**config.mk**
```make
export PLATFORM = sky130hd
export DESIGN_NAME = fp16_normalize
export DESIGN_NICKNAME = d
export VERILOG_FILES = /design/src/rtl/fp16_normalize.sv
export SDC_FILE = /design/constraint.sdc
export NUM_CORES = 1
export LEC_CHECK = 0
export ABC_AREA = 0
export BUFFER_PORTS_ARGS = -buffer_cell sky130_fd_sc_hd__clkbuf_2
export CAP_MARGIN = 5
export CORE_MARGIN = 2
export CORE_UTILIZATION = 42
export CTS_CLUSTER_DIAMETER = 80
export DETAILED_ROUTE_END_ITERATION = 16
export PLACE_DENSITY = 0.72
export SLEW_MARGIN = 20
export SYNTH_ARGS = -nofsm -noshare
export SYNTH_HDL_FRONTEND = slang
export SYNTH_SLANG_ARGS = --single-unit
```
**constraint.sdc**
```tcl
create_clock -name clk -period 3 [get_ports clk]
set_clock_uncertainty 0.15 [all_clocks]
set_input_delay 0.6 -clock clk [delete_from_list [all_inputs] [get_ports clk]]
set_output_delay 0.6 -clock clk [all_outputs]
set_load 0.03 [all_outputs]
```
**src/rtl/fp16_normalize.sv**
```systemverilog
// Final FP16 adder stage: iterative left-normalize of the post-add magnitude,
// round-to-nearest-even, then pack into IEEE-754 half precision.
module fp16_normalize #(
  parameter int unsigned EXP_W  = 5,
  parameter int unsigned FRAC_W = 10,
  parameter int unsigned MW     = FRAC_W + 4
) (
  input  logic                       clk,
  input  logic                       rst_n,
  input  logic                       in_valid,
  output logic                       in_ready,
  input  logic                       in_sign,
  input  logic [EXP_W-1:0]           in_exp,
  input  logic [MW-1:0]              in_mant,
  output logic                       out_valid,
  input  logic                       out_ready,
  output logic [EXP_W+FRAC_W:0]      out_result
);

  localparam int unsigned XW    = EXP_W + 1;
  localparam int unsigned RES_W = 1 + EXP_W + FRAC_W;
  localparam int unsigned RW    = FRAC_W + 2;
  localparam logic [EXP_W-1:0] EXP_ONES = {EXP_W{1'b1}};
  localparam logic [XW-1:0]    EXP_INF  = XW'(EXP_ONES);

  typedef enum logic [1:0] {IDLE, NORM, ROUND, DONE} state_t;

  state_t             state_q, state_d;
  logic               sign_q, sign_d;
  logic [XW-1:0]      exp_q, exp_d;
  logic [MW-2:0]      mant_q, mant_d;   // carry bit is folded away on capture
  logic [RES_W-1:0]   result_q, result_d;
  logic               in_ready_q, in_ready_d;
  logic               out_valid_q, out_valid_d;

  logic               rnd_up;
  logic [RW-1:0]      rnd_sum;
  logic [XW-1:0]      exp_r;
  logic               hidden_r;
  logic [FRAC_W-1:0]  frac_r;

  always_ff @(posedge clk or negedge rst_n) begin
    if (!rst_n) begin
      state_q     <= IDLE;
      sign_q      <= 1'b0;
      exp_q       <= '0;
      mant_q      <= '0;
      result_q    <= '0;
      in_ready_q  <= 1'b1;
      out_valid_q <= 1'b0;
    end else begin
      state_q     <= state_d;
      sign_q      <= sign_d;
      exp_q       <= exp_d;
      mant_q      <= mant_d;
      result_q    <= result_d;
      in_ready_q  <= in_ready_d;
      out_valid_q <= out_valid_d;
    end
  end

  always_comb begin
    state_d  = state_q;
    sign_d   = sign_q;
    exp_d    = exp_q;
    mant_d   = mant_q;
    result_d = result_q;

    // Nearest-even increment on {hidden, frac}; bit RW-1 is the rounding carry
    rnd_up   = mant_q[1] & (mant_q[0] | mant_q[2]);
    rnd_sum  = {1'b0, mant_q[MW-2:2]} + RW'(rnd_up);
    exp_r    = exp_q + XW'(rnd_sum[RW-1]);
    hidden_r = rnd_sum[RW-1] ? 1'b1 : rnd_sum[FRAC_W];
    frac_r   = rnd_sum[RW-1] ? rnd_sum[FRAC_W:1] : rnd_sum[FRAC_W-1:0];

    unique case (state_q)
      IDLE: begin
        if (in_valid) begin
          sign_d = in_sign;
          exp_d  = XW'(in_exp);
          mant_d = in_mant[MW-2:0];
          if (in_exp == EXP_ONES) begin
            result_d = {in_sign, EXP_ONES, {FRAC_W{1'b0}}};
            state_d  = DONE;
          end else if (in_mant == '0) begin
            result_d = '0;
            state_d  = DONE;
          end else if (in_mant[MW-1]) begin
            mant_d  = {in_mant[MW-1:2], in_mant[1] | in_mant[0]};
            exp_d   = XW'(in_exp) + XW'(1);
            state_d = NORM;
          end else begin
            state_d = NORM;
          end
        end
      end
      NORM: begin
        // exp 1 is the subnormal floor: stop shifting and round as-is
        if (mant_q[MW-2] || exp_q <= XW'(1)) begin
          state_d = ROUND;
        end else begin
          mant_d = {mant_q[MW-3:0], 1'b0};
          exp_d  = exp_q - XW'(1);
        end
      end
      ROUND: begin
        if (exp_r >= EXP_INF) begin
          result_d = {sign_q, EXP_ONES, {FRAC_W{1'b0}}};
        end else begin
          result_d = {sign_q, hidden_r ? exp_r[EXP_W-1:0] : {EXP_W{1'b0}}, frac_r};
        end
        state_d = DONE;
      end
      DONE: begin
        if (out_ready) state_d = IDLE;
      end
      default: state_d = IDLE;
    endcase

    in_ready_d  = (state_d == IDLE);
    out_valid_d = (state_d == DONE);
  end

  assign in_ready   = in_ready_q;
  assign out_valid  = out_valid_q;
  assign out_result = result_q;

endmodule

```
==> Word-level counts from Yosys, hierarchy flattened <==
Cells that the tools add are included.
{ "op_classes": {"muxes": 26, "n_lt_le_gt_ge": 2, "reduce_logical": 9, "add_sub_neg": 4, "bitwise_logic": 3, "n_eq_ne": 8} }
{ "ops": {"columns": ["op", "count"], "rows": [
  ["$mux 13", 5],
  ["$mux 16", 3],
  ["$pmux 16 s2", 1],
  ["$mux 6", 5],
  ["$pmux 13 s2", 1],
  ["$mux 15", 1],
  ["$logic_not 14->1", 1],
  ["$add 11x1->12", 1],
  ["$pmux 6 s2", 1],
  ["$mux 10", 1],
  ["$mux 2", 5],
  ["$pmux 2 s4", 1],
  ["$add 5x1->6 const B", 1],
  ["$add 6x1->6", 1],
  ["$eq 2x2->1 const B", 3],
  ["$ge 6x5->1 const B", 1],
  ["$le 6x1->1 const B", 1],
  ["$reduce_and 3->1", 2],
  ["$sub 6x1->6 const B", 1],
  ["$eq 5x5->1 const B", 1],
  ["$mux 5", 1],
  ["$logic_not 2->1", 2],
  ["$ne 2x2->1 const B", 2],
  ["$reduce_bool 2->1", 2],
  ["7 further kinds", 8]
]} }
{ "word_totals": {"input_bits": 24, "regBits": 40, "output_inout_bits": 18, "elab_cells": 59} }

==> Longest topological paths before layout <==
{ "logic_depth": {"ltp_word": 7, "depth_mapped": 10, "ltp_nobuf": 9} }

==> Least setup slack after synthesis <==
Ideal clock, no wire load.
{ "synth_timing": {"path_type": "flip-flop to flip-flop", "from": "reg mant_q[9]", "to": "reg result_q[11], in the netlist out_result[11]", "period_less_slack_ns": 2.850, "setup_ns": 0.126, "setup_slack_ns": 0.150, "t_arrival_ns": 2.574, "path_stages_with_launch": 11, "required_time_ns": 2.724, "n_path_buf": 1, "cell_sequence": "dfrtp_1 clkbuf_1 nand4_1 nor3_1 ha_1 ha_1 and3_1 a221oi_1 o31ai_1 and2b_1 a221o_1"} }
{ "synth_via": {"elab_chain_cells": 5, "elab_cells_between_ends": 7, "cone_classes": "add/sub (2); order compare (1); mux (4)"} }
{ "synth_rtl": {"columns": ["item", "line", "rtl"], "rows": [
  ["start, declared", "31", "logic [MW-2:0] mant_q, mant_d;"],
  ["start signal, assigned", "55", "mant_q <= mant_d;"],
  ["$add 11x1->12 *", "71", "rnd_sum = {1'b0, mant_q[MW-2:2]} + RW'(rnd_up);"],
  ["$add 6x1->6 / $mux 1 (equally long branches)", "72, 73", null],
  ["$ge 6x5->1 / $mux 5 (equally long branches)", "107, 110", null],
  ["$mux 15 *", "107", "if (exp_r >= EXP_INF) begin"],
  ["$pmux 16 s2 *", "76", "unique case (state_q)"],
  ["end signal, assigned", "56", "result_q <= result_d;"],
  ["end, declared", "32", "logic [RES_W-1:0] result_q, result_d;"]
]} }
Mark *: on every way between the ends. The rest lies on a longest branch, timed or not.
A chain may end at the register's enable or synchronous reset.

==> Worst setup path in the final report <==
{ "layout_timing": {"from": "reg mant_q[9]", "to": "reg result_q[13], in the netlist out_result[13]"} }
The elaborated chain is that of the path after synthesis.

==> results.py <==
metrics = {
    "yosys": {
        "synth.avg_cell_area_um2": 8.75,
        "synth_cell_types": 47,
        "ys_seq_area_frac": 0.409,
        "yosysTopAreaCell": "dfrtp_1",
        "synth_edf_count": 0,
        "ys.flop_type": "dfrtp_1",
        "netlist_area_um2": 2450,
        "ys_ff_latch": 40,
        "ys_warn_count": 0,
        "async_flop_share": 1.00,
        "synth.top_cell.area_share": 0.398,
        "synth_fp_nets": 311,
        "netlist_instances": 280,
        "synth_area_leaders": "dfrtp_1, o21ai_0, nand2_1",
    },
    "route": {
        "postRouteAntennaNets": 0,
        "post_drt_wl_per_cell_um": 13.3,
        "drt_iter0_drc": 115,
        "drc": 0,
        "avgViaCountPerCell": 5.41,
        "wirelength_mm": 5.24,
        "dr_total_vias": 2126,
        "drt_first_pass_iters": 4,
    },
    "sta": {
        "finalSetupViolations": 0,
        "finalHoldViolCount": 0,
        "relSlewSlack": 0.363,
        "final.min_clock_period_ns": 2.81,
        "fin_crit_sh": 0.936,
        "worst_pin_slew_ns": 0.955,
        "fmaxAchievable_ghz": 0.356,
        "fin_setup_tns_ns": 0,
        "slew_viol_final": 0,
    },
    "clocking": {
        "htree_levels": 2,
        "post_cts_buffers": 0,
        "post_cts_resized": 0,
        "numCtsBuffers": 5,
        "cts_tree": "yes",
        "hold_buffers": 0,
        "clkLatencyLatePin_ns": 0.29,
        "clk_root_buffer_cell": "clkbuf_8",
        "clkTransAtPathRegs_ns": 0.08,
        "cts.sinks": 40,
        "clock_path_buffers": 2,
    },
    "floorplanning": {
        "coreArea_um2": 5570,
        "ios": 42,
        "start_util": 0.440,
        "dieArea_um2": 6460,
        "placementRows": 27,
        "die_y_um": 80.4,
        "die_w_um": 80.4,
    },
    "global_route": {
        "grt-ovfl-total": 0,
        "antenna_found_initial": 0,
        "grt_pass1_wl_mm": 8.83,
        "first_global_vias": 1877,
        "grt_max_degree": 41,
        "grt_use_total": 0.174,
    },
    "power": {
        "peakVddDrop_v": 0.000518,
        "power.density_nw_per_um2": 1030,
        "p_leak_nw": 1.33,
    },
    "final_layout": {
        "syn2layout_area_growth_pct": 15.7,
        "nets": 351,
        "diodes": 0,
        "drive_gt1_frac": 0.212,
        "fin_area_um2": 2840,
    },
    "setup_path": {
        "startpoint": "mant_q[9]",
        "rr_startpoint": "mant_q[9]",
        "end_kind": "flip-flop",
        "critPathMaxFanout": 8,
        "arrival_ns": 2.83,
        "required_ns": 3.03,
        "critPathKind": "flip-flop to flip-flop",
        "cp-start-kind": "flip-flop",
    },
    "status": {
        "outcome": "completed",
    },
    "placed_design": {
        "gp_congestion": 0.932,
        "dp_hpwl_mm": 4.04,
        "port_buffers": 41,
        "detailed_place.area_um2": 2720,
    },
    "flow_run": {
        "maxCapViolCount": 0,
    },
    "hold_path": {
        "hold_path_class": "input port to asynchronous set/reset pin",
    },
}
## synth_stat cells, drive strengths merged, types with 2 or more instances
cell type   n
nand2b      4
a221o       4
inv         6
or2         2
a21o        3
mux2i      13
nand2      37
buf         9
nor3        4
a221oi      2
a21oi      23
nand3      10
nor2       23
nand4       4
xor2        4
clkbuf      7
o31ai       2
dfrtp      39
o22ai       3
and3        7
o211ai      3
xnor2       7
mux2        3
nor2b       2
nor4        4
ha          7
and2        3
a41oi       2
o21ai      30
## routing by layer
metal  vias to the layer above  GRT usage  share of wire
li1                       1089          -              -
met1                       967      0.256           0.49
met2                        65      0.263           0.45
met3                         5     0.0371          0.058
met4                         0     0.0407         0.0084
met5                         -          0              0
## power breakdown
part	internal [mW]	switching, mW	leakage (nW)	total (mW)
logic	0.534	0.847	0.777	1.38
clock network	0.247	0.180	0.0552	0.427
registers	0.796	0.307	0.494	1.10
## state kept, by name, indices dropped and copies added (netlist names)
signal      cells
in_ready        1
out_result     16
sign_q          1
out_valid       1
mant_q         13
state_q         2
exp_q           6
## path summary, 6_finish.rpt
| check | endpoint | slack (ns) | cells after the start |
|---|---|---|---|
| setup / recovery | out_result[13] | 0.19 | 9 |
| hold / removal | exp_q[0] | 0.29 | 1 |
| setup reg to reg | out_result[13] | 0.19 | 9 |
| hold reg to reg | out_result[3] | 0.33 | 2 |
| max in group asynchronous | out_result[3] | 1.80 | 1 |
| min in group clk | out_result[3] | 0.33 | 2 |
## cells in the final DEF, fill, tap and decap left out, drive strengths merged, types with 4 or more instances in the layout
| cell | n |
|---|---|
| xnor2 | 7 |
| and3 | 7 |
| clkbuf | 47 |
| dfrtp | 39 |
| nand2b | 4 |
| buf | 8 |
| nand2 | 37 |
| ha | 7 |
| a21oi | 23 |
| nor2 | 23 |
| inv | 6 |
| nor4 | 4 |
| nand3 | 10 |
| xor2 | 4 |
| nor3 | 4 |
| nand4 | 4 |
| mux2i | 13 |
| o21ai | 30 |
| a221o | 4 |
## layout make-up
| class | count | area, um2 |
|---|---|---|
| flip-flops and latches | 40 | 1000 |
| well taps | 72 | 90.1 |
| repair buffers | 49 | 265 |
| fillers | 558 | 2740 |
| multi-input cells | 218 | 1350 |
| clock inverters | 2 | 35.0 |
| clock buffers | 6 | 72.6 |
| inverters | 6 | 22.5 |
## critical path: stages, from the launching register on
cell and delay [ns]:
dfrtp_1 0.46, nand4_1 0.17, nor3_1 0.28, ha_1 0.21
ha_1 0.25, and3_1 0.17, a221oi_1 0.33, o31ai_2 0.17
and2b_1 0.23, a221o_1 0.27
## cell families after synthesis
family                   Yosys count  synth area share
AND/OR/NAND/NOR                  104             0.201
AO/OA/AOI/OAI                     80             0.204
multiplexers                      16            0.0669
adder cells (fa/ha/maj)            7            0.0357
buffers and inverters             22            0.0444
flip-flops                        40             0.409
XOR/XNOR                          11            0.0393
## metrics by stage
| stage | cells | total power, mW | worst slack (ns) | hold WS (ns) | util |
|---|---|---|---|---|---|
| floorplan | 280 | 2.15 | 0.150 | 0.154 | - |
| global placement | 385 | 2.46 | 0.301 | 0.316 | 0.488 |
| detailed placement | 385 | 2.50 | 0.194 | 0.323 | 0.488 |
| CTS | 393 | 2.93 | 0.187 | 0.335 | 0.508 |
| global route | 393 | 3.18 | -0.00439 | 0.340 | 0.509 |
| finish | 393 | 2.91 | 0.193 | 0.292 | 0.509 |
Note: power is estimated with default switching activity, not from simulation.
